===== src/rtl/axi_pkg.sv =====
// -----------------------------------------------------------------------------
// axi_pkg
//   Shared AXI4 encodings and the FSM state type for axi_line_master.
//   Contents:
//     BURST_INCR - INCR burst encoding for arburst/awburst
//     RESP_OKAY  - OKAY response encoding for rresp/bresp
//     SIZE_8B    - 8-byte beat size for arsize/awsize
//     state_e    - line master FSM states
// -----------------------------------------------------------------------------
package axi_pkg;

  localparam logic [1:0] BURST_INCR = 2'b01;
  localparam logic [1:0] RESP_OKAY  = 2'b00;
  localparam logic [2:0] SIZE_8B    = 3'd3;

  typedef enum logic [2:0] {
    ST_IDLE,
    ST_AR,
    ST_R,
    ST_AW,
    ST_W,
    ST_B
  } state_e;

endpackage


===== src/rtl/axi_beat_cnt.sv =====
// -----------------------------------------------------------------------------
// axi_beat_cnt
//   8-bit beat counter shared by the read and write data phases.
//   Ports:
//     clk     in  clock
//     rst_n   in  synchronous active-low reset
//     clr     in  clear counter to 0 (priority over inc)
//     inc     in  advance by one beat
//     is_last out counter equals LINE_BEATS-1
// -----------------------------------------------------------------------------
module axi_beat_cnt #(
  parameter int LINE_BEATS = 4
) (
  input  logic clk,
  input  logic rst_n,
  input  logic clr,
  input  logic inc,
  output logic is_last
);

  localparam logic [7:0] LAST_IDX = 8'(LINE_BEATS - 1);

  logic [7:0] cnt_q, cnt_d;

  always_comb begin
    cnt_d = cnt_q;
    if (clr) begin
      cnt_d = '0;
    end else if (inc) begin
      cnt_d = cnt_q + 8'd1;
    end
  end

  always_ff @(posedge clk) begin
    if (!rst_n) begin
      cnt_q <= '0;
    end else begin
      cnt_q <= cnt_d;
    end
  end

  assign is_last = (cnt_q == LAST_IDX);

endmodule


===== src/rtl/axi_line_master.sv =====
// -----------------------------------------------------------------------------
// axi_line_master
//   AXI4 master turning cache-line refill / writeback requests into single
//   INCR bursts of LINE_BEATS x 8-byte beats. One transaction in flight.
//
//   Ports:
//     aclk, aresetn                 clock, synchronous active-low reset
//     req_*                         line request from the cache front end
//     wbeat_*                       writeback beats from the front end
//     rbeat_*                       refill beats to the front end
//     done, err                     one-cycle completion / error pulses
//     ar*, r*, aw*, w*, b*          AXI4 master channels
//
//   Optional build macro:
//     AXI_LINE_MASTER_TIMEOUT_EN    adds a 16-bit watchdog; after TIMEOUT_CYC
//                                   cycles without a handshake outside IDLE the
//                                   transaction is abandoned with an err pulse.
// -----------------------------------------------------------------------------
module axi_line_master
  import axi_pkg::*;
#(
  parameter int         LINE_BEATS  = 4,
  parameter int         ADDR_W      = 32,
  parameter int         DATA_W      = 64,
  parameter logic [3:0] AXI_ID      = 4'd0,
  parameter int         TIMEOUT_CYC = 1024
) (
  input  logic                  aclk,
  input  logic                  aresetn,
  // request
  input  logic                  req_valid,
  output logic                  req_ready,
  input  logic                  req_wr,
  input  logic [ADDR_W-1:0]     req_addr,
  // writeback beats
  input  logic                  wbeat_valid,
  output logic                  wbeat_ready,
  input  logic [DATA_W-1:0]     wbeat_data,
  input  logic [DATA_W/8-1:0]   wbeat_strb,
  // refill beats
  output logic                  rbeat_valid,
  input  logic                  rbeat_ready,
  output logic [DATA_W-1:0]     rbeat_data,
  output logic                  rbeat_last,
  // status
  output logic                  done,
  output logic                  err,
  // AR
  output logic [ADDR_W-1:0]     araddr,
  output logic [3:0]            arid,
  output logic [7:0]            arlen,
  output logic [2:0]            arsize,
  output logic [1:0]            arburst,
  output logic                  arvalid,
  input  logic                  arready,
  // R
  input  logic [3:0]            rid,
  input  logic [DATA_W-1:0]     rdata,
  input  logic [1:0]            rresp,
  input  logic                  rlast,
  input  logic                  rvalid,
  output logic                  rready,
  // AW
  output logic [ADDR_W-1:0]     awaddr,
  output logic [3:0]            awid,
  output logic [7:0]            awlen,
  output logic [2:0]            awsize,
  output logic [1:0]            awburst,
  output logic                  awvalid,
  input  logic                  awready,
  // W
  output logic [3:0]            wid,
  output logic [DATA_W-1:0]     wdata,
  output logic [DATA_W/8-1:0]   wstrb,
  output logic                  wlast,
  output logic                  wvalid,
  input  logic                  wready,
  // B
  input  logic [3:0]            bid,
  input  logic [1:0]            bresp,
  input  logic                  bvalid,
  output logic                  bready,
  // constant sideband
  output logic [1:0]            arlock,
  output logic [3:0]            arcache,
  output logic [2:0]            arprot,
  output logic [1:0]            awlock,
  output logic [3:0]            awcache,
  output logic [2:0]            awprot
);

  // Byte offset bits inside one line; these are cleared on the burst address.
  localparam int         OFF_W     = $clog2(LINE_BEATS * 8);
  localparam logic [7:0] BURST_LEN = 8'(LINE_BEATS - 1);

  state_e              state_q, state_d;
  logic [ADDR_W-1:0]   addr_q, addr_d;
  logic                arvalid_q, arvalid_d;
  logic                awvalid_q, awvalid_d;
  logic                bready_q, bready_d;
  logic                done_q, done_d;
  logic                err_q, err_d;

  logic                beat_last;
  logic                r_hs, w_hs;
  logic                timeout;

  // Beat handshakes as seen on the AXI side; front-end handshakes coincide
  // because ready/valid are forwarded combinationally.
  assign r_hs = (state_q == ST_R) & rvalid & rbeat_ready;
  assign w_hs = (state_q == ST_W) & wbeat_valid & wready;

  axi_beat_cnt #(
    .LINE_BEATS (LINE_BEATS)
  ) u_beat_cnt (
    .clk     (aclk),
    .rst_n   (aresetn),
    .clr     (state_q == ST_IDLE),
    .inc     (r_hs | w_hs),
    .is_last (beat_last)
  );

`ifdef AXI_LINE_MASTER_TIMEOUT_EN
  logic [15:0] wd_q, wd_d;
  logic        any_hs;

  assign any_hs = (arvalid_q & arready) | r_hs | (awvalid_q & awready) |
                  w_hs | (bready_q & bvalid);

  always_comb begin
    wd_d    = wd_q;
    timeout = 1'b0;
    if (state_q == ST_IDLE || any_hs) begin
      wd_d = '0;
    end else if (wd_q == 16'(TIMEOUT_CYC - 1)) begin
      // Fires on the TIMEOUT_CYC-th stalled cycle so err lands exactly
      // TIMEOUT_CYC cycles after the stall began.
      timeout = 1'b1;
      wd_d    = '0;
    end else begin
      wd_d = wd_q + 16'd1;
    end
  end

  always_ff @(posedge aclk) begin
    if (!aresetn) begin
      wd_q <= '0;
    end else begin
      wd_q <= wd_d;
    end
  end
`else
  logic unused_timeout_cfg;
  assign unused_timeout_cfg = (TIMEOUT_CYC == 0);
  assign timeout = 1'b0;
`endif

  always_comb begin
    state_d   = state_q;
    addr_d    = addr_q;
    arvalid_d = arvalid_q;
    awvalid_d = awvalid_q;
    bready_d  = bready_q;
    done_d    = 1'b0;
    err_d     = 1'b0;

    case (state_q)
      ST_IDLE: begin
        if (req_valid) begin
          addr_d = {req_addr[ADDR_W-1:OFF_W], {OFF_W{1'b0}}};
          if (req_wr) begin
            state_d   = ST_AW;
            awvalid_d = 1'b1;
          end else begin
            state_d   = ST_AR;
            arvalid_d = 1'b1;
          end
        end
      end
      ST_AR: begin
        if (arready) begin
          arvalid_d = 1'b0;
          state_d   = ST_R;
        end
      end
      ST_R: begin
        if (r_hs) begin
          // A bad response flags err but the burst keeps going.
          if (rresp != RESP_OKAY) err_d = 1'b1;
          if (beat_last) begin
            if (rlast) done_d = 1'b1;
            else       err_d  = 1'b1;
            state_d = ST_IDLE;
          end else if (rlast) begin
            // Slave ended the burst early: abandon the line.
            err_d   = 1'b1;
            state_d = ST_IDLE;
          end
        end
      end
      ST_AW: begin
        if (awready) begin
          awvalid_d = 1'b0;
          state_d   = ST_W;
        end
      end
      ST_W: begin
        if (w_hs && beat_last) begin
          bready_d = 1'b1;
          state_d  = ST_B;
        end
      end
      ST_B: begin
        if (bvalid) begin
          done_d   = 1'b1;
          err_d    = (bresp != RESP_OKAY);
          bready_d = 1'b0;
          state_d  = ST_IDLE;
        end
      end
      default: state_d = ST_IDLE;
    endcase

    if (timeout) begin
      state_d   = ST_IDLE;
      arvalid_d = 1'b0;
      awvalid_d = 1'b0;
      bready_d  = 1'b0;
      done_d    = 1'b0;
      err_d     = 1'b1;
    end
  end

  always_ff @(posedge aclk) begin
    if (!aresetn) begin
      state_q   <= ST_IDLE;
      addr_q    <= '0;
      arvalid_q <= 1'b0;
      awvalid_q <= 1'b0;
      bready_q  <= 1'b0;
      done_q    <= 1'b0;
      err_q     <= 1'b0;
    end else begin
      state_q   <= state_d;
      addr_q    <= addr_d;
      arvalid_q <= arvalid_d;
      awvalid_q <= awvalid_d;
      bready_q  <= bready_d;
      done_q    <= done_d;
      err_q     <= err_d;
    end
  end

  assign req_ready   = (state_q == ST_IDLE);
  assign done        = done_q;
  assign err         = err_q;

  assign araddr      = addr_q;
  assign arid        = AXI_ID;
  assign arlen       = BURST_LEN;
  assign arsize      = SIZE_8B;
  assign arburst     = BURST_INCR;
  assign arvalid     = arvalid_q;

  assign rready      = (state_q == ST_R) & rbeat_ready;
  assign rbeat_valid = (state_q == ST_R) & rvalid;
  assign rbeat_data  = rdata;
  assign rbeat_last  = rlast;

  assign awaddr      = addr_q;
  assign awid        = AXI_ID;
  assign awlen       = BURST_LEN;
  assign awsize      = SIZE_8B;
  assign awburst     = BURST_INCR;
  assign awvalid     = awvalid_q;

  assign wid         = AXI_ID;
  assign wdata       = wbeat_data;
  assign wstrb       = wbeat_strb;
  assign wlast       = (state_q == ST_W) & beat_last;
  assign wvalid      = (state_q == ST_W) & wbeat_valid;
  assign wbeat_ready = (state_q == ST_W) & wready;

  assign bready      = bready_q;

  assign arlock      = '0;
  assign arcache     = '0;
  assign arprot      = '0;
  assign awlock      = '0;
  assign awcache     = '0;
  assign awprot      = '0;

  // IDs and the in-line offset of the request address are intentionally unused.
  logic unused_inputs;
  assign unused_inputs = ^{rid, bid, req_addr[OFF_W-1:0]};

endmodule

===== config.mk =====
export PLATFORM = sky130hd
export DESIGN_NAME = axi_line_master
export DESIGN_NICKNAME = d
export VERILOG_FILES = /design/src/rtl/axi_pkg.sv /design/src/rtl/axi_beat_cnt.sv /design/src/rtl/axi_line_master.sv
export SDC_FILE = /design/constraint.sdc
export NUM_CORES = 1
export LEC_CHECK = 0
export ABC_AREA = 1
export CORE_AREA = 5 5 173 175
export DETAILED_ROUTE_END_ITERATION = 7
export DIE_AREA = 0 0 178 180
export SYNTH_ARGS = -nofsm -noshare
export SYNTH_HDL_FRONTEND = slang
export SYNTH_SLANG_ARGS = --single-unit

===== constraint.sdc =====
create_clock -name aclk -period 1.8 [get_ports aclk]
set_clock_uncertainty 0.1 [all_clocks]
set_input_delay 0.54 -clock aclk [delete_from_list [all_inputs] [get_ports aclk]]
set_output_delay 0.54 -clock aclk [all_outputs]
set_load 0.02 [all_outputs]

==> summary.json, run 1 <==
{
  "number_of_standard_cells_after_synthesis": {"value": 510},
  "grt_setup_unrepaired": {"value": "yes"},
  "grt_util_all_layers": {"value": 7.062, "unit": "%"},
  "final-max-slew-violation-count": {"value": 0},
  "post_synth_fa_ha_maj_area_fraction": {"value": 0.3383, "unit": "%"},
  "drt_wl_total": {"value": 12.65, "unit": "mm"},
  "routability_congestion": {"value": 0.7167},
  "die-area": {"value": 32040, "unit": "µm²"},
  "tritoncts": {"value": "yes"},
  "hold_end": {"value": "araddr[30]"},
  "synth.lib_cells_used.distinct": {"value": 29},
  "whs": {"value": 0.3684, "unit": "ns"},
  "proportion_of_netlist_area_held_by_the_largest_area_contributor": {"value": 47.09, "unit": "%"},
  "timing.final.setup_violations": {"value": 6},
  "grt_antenna_before_repair": {"value": 1},
  "power.density": {"value": 1195, "unit": "nW/µm²"},
  "finalHoldViolations": {"value": 0},
  "timing.reg2reg.setup_slack": {"value": 0.09, "unit": "ns"},
  "worstPathArrival": {"value": 1.28, "unit": "ns"},
  "cts-root-buf": {"value": "sky130_fd_sc_hd__clkbuf_16"},
  "synth_top_family_by_area": {"value": "buffers and inverters"},
  "syn-cell-area": {"value": 3699, "unit": "µm²"},
  "cts_num_sinks": {"value": 43},
  "setup_slack": {"value": -0.1248, "unit": "ns"},
  "r2r_start": {"value": "state_q[0]"},
  "worst-endpoint-required": {"value": 1.16, "unit": "ns"},
  "leakagePower": {"value": 2.121, "unit": "nW"},
  "floorplan.initialDensity": {"value": 13.06, "unit": "%"},
  "drt_first_pass_iters": {"value": 4},
  "finalWorstPathRequiredPeriod": {"value": 1.925, "unit": "ns"},
  "detail-route-antenna-nets": {"value": 0},
  "antennaDiodeCount": {"value": 0},
  "synth_xor_area_share": {"value": 0, "unit": "%"},
  "cts-root-to-sink-buffers": {"value": 2},
  "synth_area_leaders": {"value": "sky130_fd_sc_hd__buf_4 (47%), sky130_fd_sc_hd__dfxtp_1 (23%), sky130_fd_sc_hd__nand2_1 (6.4%)"},
  "netlist_top_cells_count": {"value": "sky130_fd_sc_hd__buf_4 (232), sky130_fd_sc_hd__nand2_1 (63), sky130_fd_sc_hd__dfxtp_1 (43)"},
  "pwr_total": {"value": 5.502, "unit": "mW"},
  "synth_area_per_cell": {"value": 7.252, "unit": "µm²"},
  "critical_path.startpoint_type": {"value": "register"},
  "yosysMostFrequentCell": {"value": "sky130_fd_sc_hd__buf_4"},
  "drc": {"value": 0},
  "grt.overflow.total": {"value": 0},
  "clk_transition_reported_paths": {"value": 0.07, "unit": "ns"},
  "worst_ir_drop_vdd": {"value": 0.5224, "unit": "mV"},
  "first_global_vias": {"value": 2629},
  "routed_vias": {"value": 2799},
  "path_type_of_the_worst_setup_path": {"value": "reg2out"},
  "count_of_fill_cells_added_during_filler_insertion": {"value": 3255},
  "min-delay-path-class": {"value": "reg2reg"},
  "fraction_of_final_layout_cells_sized_beyond_drive_strength_1": {"value": 24.71, "unit": "%"},
  "yosysTopAreaCell": {"value": "sky130_fd_sc_hd__buf_4"},
  "insertion_delay_of_the_later_clocked_pin_in_the_worst_skew_pair": {"value": 0.30, "unit": "ns"},
  "die_y": {"value": 180, "unit": "µm"},
  "status": {"value": "finished, violations left"},
  "core_region_area": {"value": 28310, "unit": "µm²"},
  "failed_checks": {"value": "negative setup slack"},
  "r2r-end": {"value": "u_beat_cnt.cnt_q[0]"},
  "dpl.hpwl": {"value": 9.733, "unit": "mm"},
  "starting_drc_count_in_detailed_routing": {"value": 108},
  "fp.dieW": {"value": 178, "unit": "µm"},
  "crit_chain": {"value": "ha_4 > nand2_4 > nor2_4 > nand2_2 > nor2_2 > buf_6"},
  "max_freq": {"value": 519.5, "unit": "MHz"},
  "path_delay_family": {"value": "flip-flops"},
  "complex_gate_fraction_of_the_synthesized_area": {"value": 6.563, "unit": "%"},
  "crit_slowest_cell": {"value": "sky130_fd_sc_hd__dfxtp_4"},
  "maximum_net_fanout_on_the_critical_path": {"value": 3},
  "final_core_utilization": {"value": 16.27, "unit": "%"},
  "area_growth_syn_to_layout": {"value": 24.53, "unit": "%"},
  "synthArstFlopShare": {"value": 0, "unit": "%"},
  "yosys_register_bits": {"value": 43},
  "yosys.area_share.simple": {"value": 18.78, "unit": "%"},
  "reg2reg_depth": {"value": 12},
  "portBuffers": {"value": 108},
  "timing.hold.worst.start": {"value": "araddr[30]"},
  "crit_cells": {"value": 6},
  "postSynth.topFlopCell": {"value": "sky130_fd_sc_hd__dfxtp_1"},
  "num_rows": {"value": 62},
  "worst_setup_path_end_kind": {"value": "output port"},
  "number_of_synthesized_flops_with_an_enable_pin": {"value": 0},
  "tritoncts.num_buffers": {"value": 5},
  "seq_area_frac_synth": {"value": 23.27, "unit": "%"},
  "grt_first_pass_wirelength": {"value": 16.64, "unit": "mm"},
  "post_synth_mux_area_share": {"value": 0, "unit": "%"},
  "pin_count_of_the_biggest_net_entering_global_routing": {"value": 31},
  "pin_count": {"value": 460},
  "post_drt_via_cell_ratio": {"value": 3.117},
  "final_min_period_over_clock_period": {"value": 106.9, "unit": "%"},
  "largest_incremental_delay_on_the_critical_path": {"value": 0.37, "unit": "ns"},
  "synth_warnings": {"value": 0},
  "critPathBufInv": {"value": 1},
  "htreeDepth": {"value": 2},
  "min_path_cells": {"value": 2},
  "final_net_count": {"value": 706},
  "routed_wire_length_per_instance": {"value": 14.09, "unit": "µm"},
  "cts-hold-fix-buffers": {"value": 0},
  "max_cap_violations": {"value": 0}
}
==> per-layer routing <==
layer	share of wire [%]	vias to the layer above	routed length (µm)	track usage [%]
li1	-	1301	-	-
met1	31	1200	3980	6.278
met2	47	210	5940	11.82
met4	7.5	2	944	5.507
met3	14	86	1773	3.803
met5	0.10	-	13	0
==> cell usage in the layout (no fill, tap or decap), types with 2 or more instances in the layout <==
master                            netlist  layout
sky130_fd_sc_hd__a21oi_2                1       2
sky130_fd_sc_hd__dfxtp_1               43      38
sky130_fd_sc_hd__inv_2                  4       4
sky130_fd_sc_hd__nand2_1               63      58
sky130_fd_sc_hd__nor3_1                 2       2
sky130_fd_sc_hd__dlygate4sd2_1          0      61
sky130_fd_sc_hd__clkbuf_16              0       6
sky130_fd_sc_hd__nand3_4                0       3
sky130_fd_sc_hd__buf_6                  0      14
sky130_fd_sc_hd__dlymetal6s2s_1         0       2
sky130_fd_sc_hd__o21ai_1                0       2
sky130_fd_sc_hd__nand3_1               34      34
sky130_fd_sc_hd__buf_12                 0       7
sky130_fd_sc_hd__a21oi_1               36      35
sky130_fd_sc_hd__inv_1                 23      19
sky130_fd_sc_hd__inv_4                  0       3
sky130_fd_sc_hd__nand2_8                1       2
sky130_fd_sc_hd__conb_1                 2      66
sky130_fd_sc_hd__nand2_4                1       3
sky130_fd_sc_hd__buf_4                232      51
sky130_fd_sc_hd__o21ai_0                8       6
sky130_fd_sc_hd__clkdlybuf4s50_1        0      36
sky130_fd_sc_hd__dfxtp_2                0       4
sky130_fd_sc_hd__nor2_2                 3       6
sky130_fd_sc_hd__nor2_1                30      22
sky130_fd_sc_hd__nand2_2                5       7
sky130_fd_sc_hd__nor2_4                 1       6
==> metrics by stage <==
stage	instance area, µm²	std cells	setup TNS [ns]	worst slack (ns)
floorplan	3939	574	0	0.07115
global placement	4139	870	-12.73	-0.6195
detailed placement	4139	870	-11.50	-0.6280
CTS	4397	887	-0.6482	-0.1982
global route	4606	898	-0.7491	-0.2104
finish	4606	898	-0.2964	-0.1248
==> area by class of cell <==
class | count | area (µm²) | area share (%)
Clock buffer | 5 | 125.1 | 2.717
Clock inverter | 3 | 43.79 | 0.9508
Inverter | 27 | 116.4 | 2.526
Multi-Input combinational cell | 263 | 1318 | 28.61
Sequential cell | 43 | 869.6 | 18.88
Tap cell | 384 | 480.5 | 10.43
Timing Repair Buffer | 173 | 1653 | 35.89
==> registers in the layout (all words and copies together), names as in the netlist <==
name	flops
err	1
awvalid	1
bready	1
done	1
araddr	27
arvalid	1
u_beat_cnt.cnt_q	8
state_q	3
==> repair_timing <==
action | in CTS | in global routing
pin swaps | 7 | 12
cloned | 0 | 1
gates resized for setup | 125 | 33
setup buffers | 10 | 11
setup endpoints to repair | 95 | 17
==> worst max path at each step <==
| stage | startpoint | to | slack [ns] |
|---|---|---|---|
| after floorplan | u_beat_cnt.cnt_q[0] | wlast | 0.07 |
| after global placement | rvalid | rbeat_valid | -0.62 |
| after detailed placement | rvalid | rbeat_valid | -0.63 |
| after CTS | u_beat_cnt.cnt_q[0] | wlast | -0.20 |
| after global routing | u_beat_cnt.cnt_q[1] | wlast | -0.21 |
| final | u_beat_cnt.cnt_q[1] | wlast | -0.12 |
==> tightest hold or removal path, cell delays in order, from the launching register on <==
cell                      delay (ns)
sky130_fd_sc_hd__dfxtp_1        0.32
sky130_fd_sc_hd__nand2_1        0.06
sky130_fd_sc_hd__a21oi_1        0.05
==> power by group <==
group	internal (mW)	switching (mW)	leakage [nW]
logic	1.38	1.74	1.68
registers	1.12	0.135	0.353
clock network	0.657	0.464	0.0838
==> cells by family (layout without fill, tap and decap cells) <==
logic type               count (synthesis)  count (layout)
buffers and inverters                  268             208
flip-flops                              43              43
AND/OR/NAND/NOR                        149             149
AO/OA/AOI/OAI                           47              47
other                                    2              66
adder cells (fa/ha/maj)                  1               1
Note: power is estimated with default switching activity, not from simulation.
==> inputs of run 2 (changes only) <==
--- a/config.mk
+++ b/config.mk
@@ -9,6 +9,7 @@
 export CORE_AREA = 5 5 173 175
 export DETAILED_ROUTE_END_ITERATION = 7
 export DIE_AREA = 0 0 178 180
+export SETUP_SLACK_MARGIN = 0.1
 export SYNTH_ARGS = -nofsm -noshare
 export SYNTH_HDL_FRONTEND = slang
 export SYNTH_SLANG_ARGS = --single-unit
==> constraint.sdc (replaced) <==
create_clock -name aclk -period 2.2 [get_ports aclk]
set_clock_uncertainty 0.1 [all_clocks]
set_input_delay 0.66 -clock aclk [delete_from_list [all_inputs] [get_ports aclk]]
set_output_delay 0.66 -clock aclk [all_outputs]
set_load 0.02 [all_outputs]
==> run 2 against run 1 <==
Effect of this change: the flow now finishes without violations; via count down 5.0%; die area unchanged; sequential power down 19%; combinational power down 36%; hold slack better by 0.0017 ns; routed wire length down 7.8%; register-to-register slack better by 0.31 ns; setup slack better by 0.25 ns; final cell count down 3.7%; flip-flop and latch count unchanged; global-route usage down 0.34 points; count of clock-buffer cells in the layout up 1.
==> summary.json, run 2 (synthesis results as in run 1) <==
{
  "routability_congestion": {"value": 0.6814},
  "layout.cells.most_common": {"value": "sky130_fd_sc_hd__clkdlybuf4s50_1"},
  "path_type_of_the_worst_setup_path": {"value": "in2out"},
  "pin_count": {"value": 460},
  "grt_setup_unrepaired": {"value": "yes"},
  "leakagePower": {"value": 1.923, "unit": "nW"},
  "grt_antenna_before_repair": {"value": 0},
  "finalHoldViolations": {"value": 0},
  "p_clk_share": {"value": 25.1, "unit": "%"},
  "timing.final.setup_violations": {"value": 0},
  "worst-endpoint-required": {"value": 1.44, "unit": "ns"},
  "timing.hold.worst.start": {"value": "bready"},
  "worst_setup_path_end_kind": {"value": "output port"},
  "hold_end": {"value": "bready"},
  "path_delay_family": {"value": "buffers and inverters"},
  "min_path_cells": {"value": 2},
  "detail-route-antenna-nets": {"value": 0},
  "clk_transition_reported_paths": {"value": 0.06, "unit": "ns"},
  "routed_vias": {"value": 2660},
  "pin_count_of_the_biggest_net_entering_global_routing": {"value": 31},
  "largest_incremental_delay_on_the_critical_path": {"value": 0.48, "unit": "ns"},
  "crit_chain": {"value": "clkdlybuf4s50_1 > buf_2"},
  "first_global_vias": {"value": 2433},
  "htreeDepth": {"value": 2},
  "maximum_net_fanout_on_the_critical_path": {"value": 2},
  "portBuffers": {"value": 108},
  "status": {"value": "completed"},
  "crit_slowest_cell": {"value": "sky130_fd_sc_hd__clkdlybuf4s50_1"},
  "critical_path.startpoint_type": {"value": "input port"},
  "core_region_area": {"value": 28310, "unit": "µm²"},
  "die-area": {"value": 32040, "unit": "µm²"},
  "timing.reg2reg.setup_slack": {"value": 0.40, "unit": "ns"},
  "power.sequential.fraction": {"value": 25.4, "unit": "%"},
  "min-delay-path-class": {"value": "reg2reg"},
  "antennaDiodeCount": {"value": 0},
  "floorplan.initialDensity": {"value": 13.06, "unit": "%"},
  "critPathBufInv": {"value": 2},
  "final-instance-count-excl-fill": {"value": 865},
  "r2r_start": {"value": "state_q[0]"},
  "finalWorstPathRequiredPeriod": {"value": 2.070, "unit": "ns"},
  "largest_register_ffs": {"value": 27},
  "switching_share": {"value": 41.57, "unit": "%"},
  "reg2reg_depth": {"value": 12},
  "intPower": {"value": 2.343, "unit": "mW"},
  "drc": {"value": 0},
  "fraction_of_final_layout_cells_sized_beyond_drive_strength_1": {"value": 16.42, "unit": "%"},
  "grt.overflow.total": {"value": 0},
  "worstPathArrival": {"value": 1.31, "unit": "ns"},
  "power.density": {"value": 943.8, "unit": "nW/µm²"},
  "post_drt_via_cell_ratio": {"value": 3.075},
  "cts-root-buf": {"value": "sky130_fd_sc_hd__clkbuf_16"},
  "grt_first_pass_wirelength": {"value": 15.72, "unit": "mm"},
  "setup_slack": {"value": 0.1297, "unit": "ns"},
  "tritoncts.num_buffers": {"value": 5},
  "grt_util_all_layers": {"value": 6.721, "unit": "%"},
  "final_min_period_over_clock_period": {"value": 94.10, "unit": "%"},
  "final-max-slew-violation-count": {"value": 0},
  "final_net_count": {"value": 673},
  "cts-root-to-sink-buffers": {"value": 2},
  "dpl.hpwl": {"value": 9.597, "unit": "mm"},
  "fp.dieW": {"value": 178, "unit": "µm"},
  "placed_cell_area": {"value": 3969, "unit": "µm²"},
  "insertion_delay_of_the_later_clocked_pin_in_the_worst_skew_pair": {"value": 0.29, "unit": "ns"},
  "max_freq": {"value": 483.0, "unit": "MHz"},
  "dp_cells": {"value": 855},
  "cts-hold-fix-buffers": {"value": 0},
  "die_y": {"value": 180, "unit": "µm"},
  "num_rows": {"value": 62},
  "netSwitchingPower": {"value": 1.667, "unit": "mW"},
  "starting_drc_count_in_detailed_routing": {"value": 97},
  "finish.instance_area": {"value": 4249, "unit": "µm²"},
  "final_cell_mix": {"value": "sky130_fd_sc_hd__clkdlybuf4s50_1 (75), sky130_fd_sc_hd__conb_1 (66), sky130_fd_sc_hd__nand2_1 (63), sky130_fd_sc_hd__dfxtp_1 (39), sky130_fd_sc_hd__a21oi_1 (36)"},
  "drt_wl_total": {"value": 11.66, "unit": "mm"},
  "worst_ir_drop_vdd": {"value": 0.3450, "unit": "mV"},
  "drt_first_pass_iters": {"value": 4},
  "cts_num_sinks": {"value": 43},
  "pre_cts_ws": {"value": -0.4666, "unit": "ns"},
  "relative_contribution_of_combinational_cells_to_total_power": {"value": 49.6, "unit": "%"},
  "routed_wire_length_per_instance": {"value": 13.48, "unit": "µm"},
  "tritoncts": {"value": "yes"},
  "max_cap_violations": {"value": 0},
  "r2r-end": {"value": "state_q[0]"},
  "area_growth_syn_to_layout": {"value": 14.89, "unit": "%"}
}
-- run 2: cell count changes in the layout (fill, tap and decap cells not counted), moves of 3 or more --
cell,before,now
sky130_fd_sc_hd__dlygate4sd2_1,61,11
sky130_fd_sc_hd__clkdlybuf4s50_1,36,75
sky130_fd_sc_hd__buf_4,51,30
sky130_fd_sc_hd__dlymetal6s2s_1,2,15
sky130_fd_sc_hd__buf_6,14,6
sky130_fd_sc_hd__buf_12,7,2
sky130_fd_sc_hd__nand2_1,58,63
sky130_fd_sc_hd__nor2_1,22,27
sky130_fd_sc_hd__nor2_4,6,3
-- run 2: power groups by stage --
stage	registers, mW	logic (mW)	clock network (mW)
floorplan	1.15	1.52	0
finish	1.02	1.99	1.01
global placement	1.02	1.97	0
global route	1.04	2.18	1.10
detailed placement	1.03	2.00	0
CTS	1.01	1.98	1.08
-- run 2: worst max path at each step --
stage,from,to,cells after the start
floorplan,u_beat_cnt.cnt_q[0],wlast,5
CTS,wbeat_valid,wvalid,4
detailed placement,wready,wbeat_ready,4
finish,rlast,rbeat_last,2
global route,u_beat_cnt.cnt_q[0],wlast,6
global placement,wready,wbeat_ready,4
-- run 2: area by class of cell --
cell class | instances | area [µm²]
tap | 384 | 480.5
sequential | 43 | 865.8
fill | 3211 | 24070
clock inverter | 2 | 60.06
inverter | 27 | 106.4
multi-input combinational | 263 | 1235
timing repair buffer | 140 | 1373
clock buffer | 6 | 128.9
-- run 2: layer usage --
| layer | vias to the layer above | global-route usage [%] | share of wire (%) |
|---|---|---|---|
| li1 | 1235 | - | - |
| met1 | 1141 | 6.599 | 33 |
| met4 | 0 | 5.415 | 7.8 |
| met5 | - | 0 | 0 |
| met3 | 78 | 3.508 | 15 |
| met2 | 206 | 10.50 | 45 |
-- run 2: stage by stage --
stage	hold slack (ns)	TNS, ns	utilization (%)	total power, mW
final	0.3701	0	15.01	4.010
after global routing	0.3895	0	15.01	4.320
after CTS	0.3683	0	14.65	4.064
after detailed placement	0.3552	-1.804	14.02	3.025
after global placement	0.3539	-1.712	14.02	2.992
after floorplan	0.3519	0	-	2.670
-- run 2: repair_timing --
item,4_1_cts,5_1_grt
buffers inserted,2,0
endpoints found under the setup margin,15,22
pin swaps,3,3
resized for setup,43,37
hold endpoints to repair,0,0
==> inputs of run 3 (changes only) <==
--- a/config.mk
+++ b/config.mk
@@ -7,6 +7,7 @@
 export LEC_CHECK = 0
 export ABC_AREA = 1
 export CORE_AREA = 5 5 173 175
+export CTS_CLUSTER_DIAMETER = 40
 export DETAILED_ROUTE_END_ITERATION = 7
 export DIE_AREA = 0 0 178 180
 export SETUP_SLACK_MARGIN = 0.1
==> results of run 3 <==
Final layout, timing and power as in run 2 (identical DEF).
